===== src/rtl/bin2bcd_sequencer.sv =====
// bin2bcd_sequencer
//   Sequential binary-to-BCD converter (double dabble), one bit per clock.
//   An operand is accepted on inValid&inReady. The block then runs binWidth
//   shift steps and holds the result until outValid&outReady.
//
// Ports
//   clk       : clock; all state changes on the rising edge
//   rst       : synchronous active-high reset
//   binIn     : binary operand, sampled on the input handshake
//   inValid   : requester offers binIn
//   inReady   : block can accept an operand (IDLE only)
//   digitOut  : BCD result, digit 0 in [3:0]; reflects the BCD register at all times
//   overflow  : operand was >= 10^numberOfDigits
//   outValid  : digitOut/overflow valid (DONE only)
//   outReady  : consumer takes the result
//   busy      : conversion in progress or result pending
module bin2bcd_sequencer #(
  parameter int numberOfDigits = 3,
  parameter int binWidth       = 10
) (
  input  logic                        clk,
  input  logic                        rst,
  input  logic [binWidth-1:0]         binIn,
  input  logic                        inValid,
  output logic                        inReady,
  output logic [4*numberOfDigits-1:0] digitOut,
  output logic                        overflow,
  output logic                        outValid,
  input  logic                        outReady,
  output logic                        busy
);

  localparam int          BW = 4 * numberOfDigits;
  localparam int          CW = $clog2(binWidth + 1);
  localparam int unsigned ND = numberOfDigits;

  typedef enum logic [1:0] {
    IDLE,
    SHIFT,
    DONE
  } state_t;

  state_t              state_q;
  logic [BW-1:0]       bcd_q;
  logic [binWidth-1:0] bin_q;
  logic [CW-1:0]       cnt_q;
  logic                ovf_q;
  logic                inReady_q;
  logic                outValid_q;
  logic                busy_q;

  logic [BW-1:0]       adj;
  logic [BW-1:0]       bcd_d;
  logic [binWidth-1:0] bin_d;
  logic [CW-1:0]       cnt_d;
  logic                carry_d;

  // One double-dabble step: correct every digit in parallel, then shift.
  // The bit leaving the top digit would belong to a digit we do not keep,
  // so it only feeds the sticky overflow flag.
  always_comb begin
    adj = bcd_q;
    for (int unsigned i = 0; i < ND; i++) begin
      if (bcd_q[4*i +: 4] >= 4'd5) begin
        adj[4*i +: 4] = bcd_q[4*i +: 4] + 4'd3;
      end
    end
    bcd_d   = {adj[BW-2:0], bin_q[binWidth-1]};
    carry_d = adj[BW-1];
    bin_d   = bin_q << 1;
    cnt_d   = cnt_q - CW'(1);
  end

  always_ff @(posedge clk) begin
    if (rst) begin
      state_q    <= IDLE;
      bcd_q      <= '0;
      bin_q      <= '0;
      cnt_q      <= '0;
      ovf_q      <= 1'b0;
      inReady_q  <= 1'b1;
      outValid_q <= 1'b0;
      busy_q     <= 1'b0;
    end else begin
      case (state_q)
        IDLE: begin
          // inReady_q is always 1 here, so inValid alone completes the handshake
          if (inValid) begin
            bin_q     <= binIn;
            bcd_q     <= '0;
            ovf_q     <= 1'b0;
            cnt_q     <= CW'(binWidth);
            state_q   <= SHIFT;
            inReady_q <= 1'b0;
            busy_q    <= 1'b1;
          end
        end
        SHIFT: begin
          bcd_q <= bcd_d;
          bin_q <= bin_d;
          ovf_q <= ovf_q | carry_d;
          cnt_q <= cnt_d;
          if (cnt_q == CW'(1)) begin
            state_q    <= DONE;
            outValid_q <= 1'b1;
          end
        end
        DONE: begin
          if (outReady) begin
            state_q    <= IDLE;
            outValid_q <= 1'b0;
            busy_q     <= 1'b0;
            inReady_q  <= 1'b1;
          end
        end
        default: begin
          state_q    <= IDLE;
          outValid_q <= 1'b0;
          busy_q     <= 1'b0;
          inReady_q  <= 1'b1;
        end
      endcase
    end
  end

  assign inReady  = inReady_q;
  assign outValid = outValid_q;
  assign busy     = busy_q;
  assign digitOut = bcd_q;
  assign overflow = ovf_q;

endmodule


===== config.mk =====
export PLATFORM = sky130hd
export DESIGN_NAME = bin2bcd_sequencer
export DESIGN_NICKNAME = d
export VERILOG_FILES = /design/src/rtl/bin2bcd_sequencer.sv
export SDC_FILE = /design/constraint.sdc
export NUM_CORES = 1
export LEC_CHECK = 0
export ABC_AREA = 1
export CAP_MARGIN = 20
export CORE_MARGIN = 2
export CORE_UTILIZATION = 49
export CTS_CLUSTER_DIAMETER = 80
export CTS_CLUSTER_SIZE = 30
export DETAILED_ROUTE_END_ITERATION = 16
export PLACE_DENSITY = 0.72
export SLEW_MARGIN = 20
export SYNTH_ARGS = -nofsm -noshare
export SYNTH_HDL_FRONTEND = slang
export SYNTH_SLANG_ARGS = --single-unit
export TNS_END_PERCENT = 20

===== constraint.sdc =====
create_clock -name clk -period 2.6 [get_ports clk]
set_input_delay 0.39 -clock clk [delete_from_list [all_inputs] [get_ports clk]]
set_output_delay 0.39 -clock clk [all_outputs]
set_load 0.02 [all_outputs]

### After elaboration in Yosys (flattened, before gate mapping)

Index checks and enable logic that the tools add are counted.

* bits in registers: 32
* input bits: 14
* output and inout port bits: 16
* word-level logic and storage cells: 52

* add/subtract/negate cells: 4
* magnitude comparators: 3
* eq/ne operators: 6
* multiplexer cells: 22
* bitwise operators: 3
* reduce and logical (&&, ||, !) cells: 6

Operators by type and width (count)
* $pmux 12 s2: 1
* $pmux 10 s2: 1
* $mux 4: 4
* $add 4x2->4 const B: 3
* $ge 4x3->1 const B: 3
* $mux 12: 1
* $mux 10: 1
* $pmux 1 s3: 3
* $reduce_and 3->1: 3
* $pmux 4 s2: 1
* $mux 2: 3
* $ne 2x2->1 const B: 3
* $pmux 2 s3: 1
* $mux 1: 5
* $eq 4x1->1 const B: 1
* $sub 4x1->4 const B: 1
* $eq 2x1->1 const B: 1
* $eq 2x2->1 const B: 1
* $logic_not 2->1: 1
* $not 1->1: 2
* $pmux 1 s2: 1
* $reduce_and 2->1: 1
* $reduce_bool 2->1: 1
* $or 1x1->1: 1

### Logic depth before layout (Yosys ltp)

* word-level depth: 4
* gate-level depth with buffers: 9
* gate-level depth less buffers: 9

### Least setup slack after synthesis

No wires, ideal clock.

* path type: register to register
* start point: register bcd_q[4] (netlist: digitOut[4])
* end point: register bcd_q[8] (netlist: digitOut[8])
* setup time: 65 ps
* data arrival time: 1293 ps
* setup slack: 1242 ps
* cell stages (with the launch flop): 10
* buffers on the path: 0
* period minus slack after synthesis: 1358 ps
* cells stage by stage: dfxtp_1 > inv_1 > ha_1 > inv_1 > nand2_1 > nand3_1 > nand2_1 > nor2_1 > nor2_1 > nor2_1

* longest elaborated chain between the ends: 3
* elaborated cells between the ends (all ways): 4

RTL lines
* from (decl): RTL line 44 `logic [BW-1:0] bcd_q;`
* from (signal assigned): RTL line 77 `bcd_q <= '0;`
* from (signal assigned): RTL line 90 `bcd_q <= '0;`
* from (signal assigned): RTL line 99 `bcd_q <= bcd_d;`
* $add 4x2->4 or $ge 4x3->1 (tied branches): RTL line 65, 64
* $mux 4 (*): RTL line 64 `if (bcd_q[4*i +: 4] >= 4'd5) begin`
* $pmux 12 s2 (*): RTL line 85 `case (state_q)`

Mark *: on every way between the ends. The rest lies on a longest branch, timed or not.
A chain may end at the register's enable or synchronous reset.

### Final worst setup path

* start point: register bcd_q[6] (netlist: digitOut[6])
* end point: output digitOut[6]

RTL lines
* to (decl): RTL line 26 `output logic [4*numberOfDigits-1:0] digitOut,`

No word-level cell between the ends.

==> metrics.md <==
| Metric | Value |
|---|---|
| Status | complete, no violations |
| Vias in the first global route | 1333 |
| Final hold viol count | 0 |
| CORE AREA | 3100 µm² |
| Clock transition at the registers of the reported paths | 0.10 ns |
| Arrival @ worst endpoint | 1.44 ns |
| Period utilization | 0.702 |
| Ys flop type | dfxtp_1 |
| Most common cell in the netlist | nand2_1 |
| Yosys reg bits | 32 |
| Routed Antenna Nets | 0 |
| Delay-heaviest family, CP | buffers and inverters |
| Setup violators final | 0 |
| Synth area leader | dfxtp_1 |
| Synth cell types | 21 |
| DR iter-0 viols | 125 |
| WL final | 3.69 mm |
| Syn_area_per_cell | 6.95 µm² |
| Switching power | 0.315 mW |
| Layout area overhead | 24.8% |
| Sequential cell area fraction in the yosys report | 0.394 |
| Hpwl dp | 2.50 mm |
| Width of the die | 61.6 µm |
| PnR Total Power | 1.16 mW |
| Die area | 3790 µm² |
| Post-synth EDFFs | 0 |
| Ys Warns | 0 |
| Top cell type's share of synthesized area | 0.394 |
| Critical path class | reg -> out |
| Setup TNS | 0 ns |
| Comb pwr share | 0.157 |
| RSZ-0062 raised after global routing | no |
| Gpl congestion | 0.776 |
| Top Usage Layer GRT | met2 |
| Worst Skew | 0.0169 ns |
| Synth area leaders | dfxtp_1 39%, nand2_1 16%, a21oi_1 7.4% |
| Max_cap viols | 0 |
| Wire per inst | 11.9 µm |
| H-tree depth | 2 |
| TritonCTS clock tree | built |
| Largest net degree at the start of global routing | 26 |
| Io pins | 30 |
| Post-CTS Setup Bufs | 0 |
| Synth Instances | 234 |
| Seq pwr share | 0.467 |
| Switching share of power | 0.271 |
| Syn Nets | 256 |
| Top cells by count, synth | 71 x nand2_1, 32 x dfxtp_1, 27 x inv_1 |
| Via density | 4.99 |
| WP data required | 2.21 ns |
| Leakage | 0.870 nW |
| # clock sinks | 32 |
| Post-synthesis instance area | 1630 µm² |
| Startpoint type of the worst setup path | register |
| Slew HR | 0.671 |
| Slew @ Worst Pin | 0.493 ns |
| Met1 Track Usage GR | 0.308 |
| Max VDD drop | 549 µV |
| F_max | 548 MHz |
| Met2 usage | 0.310 |
| TritonRoute pass-1 iters | 4 |
| Final Max Tran Viols | 0 |
| Total track usage | 0.215 |
| Cts hold-fix bufs | 0 |
| Worst skew pair latency | 0.35 ns |
| Clock share of power | 0.376 |
| Slowest cell on the critical path | clkdlybuf4s50_1 |
| # fillers | 307 |
| Initial Utilization | 0.524 |
| GR Overflow Total | 0 |
| Clock Tree Buf Depth | 2 |
| Critical path endpoint category | output port |
| Fin crit period | 1.83 ns |
| P_int | 0.846 mW |
| WP buf/inv | 1 |
| P per Cell Area | 573 nW/µm² |
| Via count | 1548 |
| Die Y-Extent | 61.6 µm |
| FFs w/ async S/R, synth | 0 |
| # diodes | 0 |
| CTS Buf Count | 5 |
| CP Cell Sequence | clkdlybuf4s50_1 |
| DRC Markers | 0 |
| # resized after CTS | 0 |
| GR Util met3 | 0.0630 |
| Crit-path max cell delay | 0.64 ns |
| Initial antenna violation count | 0 |
| PortBufs | 29 |
| Root buffer cell | clkbuf_4 |
| Std-Cell Rows | 20 |
| Final net count | 287 |
| Share of cells above drive strength 1 | 0.0602 |
| Global-route wire length before repair | 5.99 mm |
| Crit Path Max Fanout | 7 |
| Hold Path Class | reg -> reg |
[cells by family after synthesis]
group,count (synthesis),synth area share
AOI/OAI and AO/OA,38,0.130
adders and majority gates,8,0.0616
DFF,32,0.394
buffers and inverters,36,0.100
and+or+nand+nor,120,0.314
[final cells by class]
type	instances	area, µm²	area share
multi-input cells	166	822	0.405
flip-flops and latches	32	641	0.316
repair buffers	30	298	0.147
inverters	30	118	0.0580
clock buffers	7	65.1	0.0321
well taps	44	55.1	0.0271
clock inverters	1	30.0	0.0148
[metrics by stage]
step / cell area [µm²] / hold slack (ns) / instances / setup slack [ns] / util
final: 2030 / 0.454 / 310 / 0.775 / 0.654
after CTS: 2030 / 0.457 / 310 / 0.754 / 0.654
after detailed placement: 1930 / 0.442 / 302 / 0.779 / 0.623
after global routing: 2030 / 0.468 / 310 / 0.686 / 0.654
after floorplan: 1630 / 0.433 / 234 / 1.24 / -
after global placement: 1930 / 0.437 / 302 / 0.837 / 0.623
[registers in the layout, summed over array words and instances (netlist names)]
| register | flops |
|---|---|
| inReady | 1 |
| bin_q | 10 |
| digitOut | 12 |
| overflow | 1 |
| cnt_q | 4 |
| busy | 1 |
| outValid | 1 |
| state_q | 2 |
[metal layers]
metal  vias up  share of wire
li1        817              -
met1       685           0.51
met2        38           0.42
met3         8          0.050
met4         0          0.017
met5         -              0
[final timing paths]
| kind | from | endpoint | slack [ns] | cells after the start |
|---|---|---|---|---|
| setup / recovery | digitOut[6] | digitOut[6] | 0.77 | 1 |
| hold / removal | outValid | outValid | 0.45 | 2 |
| setup reg to reg | digitOut[0] | digitOut[4] | 1.21 | 9 |
| hold reg to reg | outValid | outValid | 0.45 | 2 |
[power by group through the flow]
stage                     logic (mW)  registers, mW  clock network (mW)
after floorplan                0.122          0.558                   0
after global placement         0.180          0.552                   0
final                          0.182          0.542               0.437
after detailed placement       0.181          0.554                   0
after CTS                      0.183          0.542               0.439
after global routing           0.202          0.547               0.459
[placed cells by master, fill, tap and decap left out]
cell | Yosys | routed
inv_2 | 1 | 1
nand2_4 | 2 | 2
inv_1 | 27 | 27
buf_4 | 2 | 1
inv_4 | 2 | 2
nand2_1 | 71 | 71
o211ai_1 | 4 | 4
a21oi_1 | 24 | 24
nand4_1 | 6 | 6
clkbuf_8 | 0 | 2
a31oi_1 | 1 | 1
clkbuf_4 | 0 | 5
nand2_2 | 1 | 1
a211oi_1 | 1 | 1
o21ai_0 | 5 | 5
ha_1 | 8 | 8
bufinv_16 | 0 | 1
a22oi_1 | 3 | 3
nor2_2 | 1 | 1
nor2_1 | 19 | 19
clkdlybuf4s50_1 | 0 | 29
dfxtp_1 | 32 | 32
nand3_1 | 20 | 20
(Power assumes the default switching activity.)
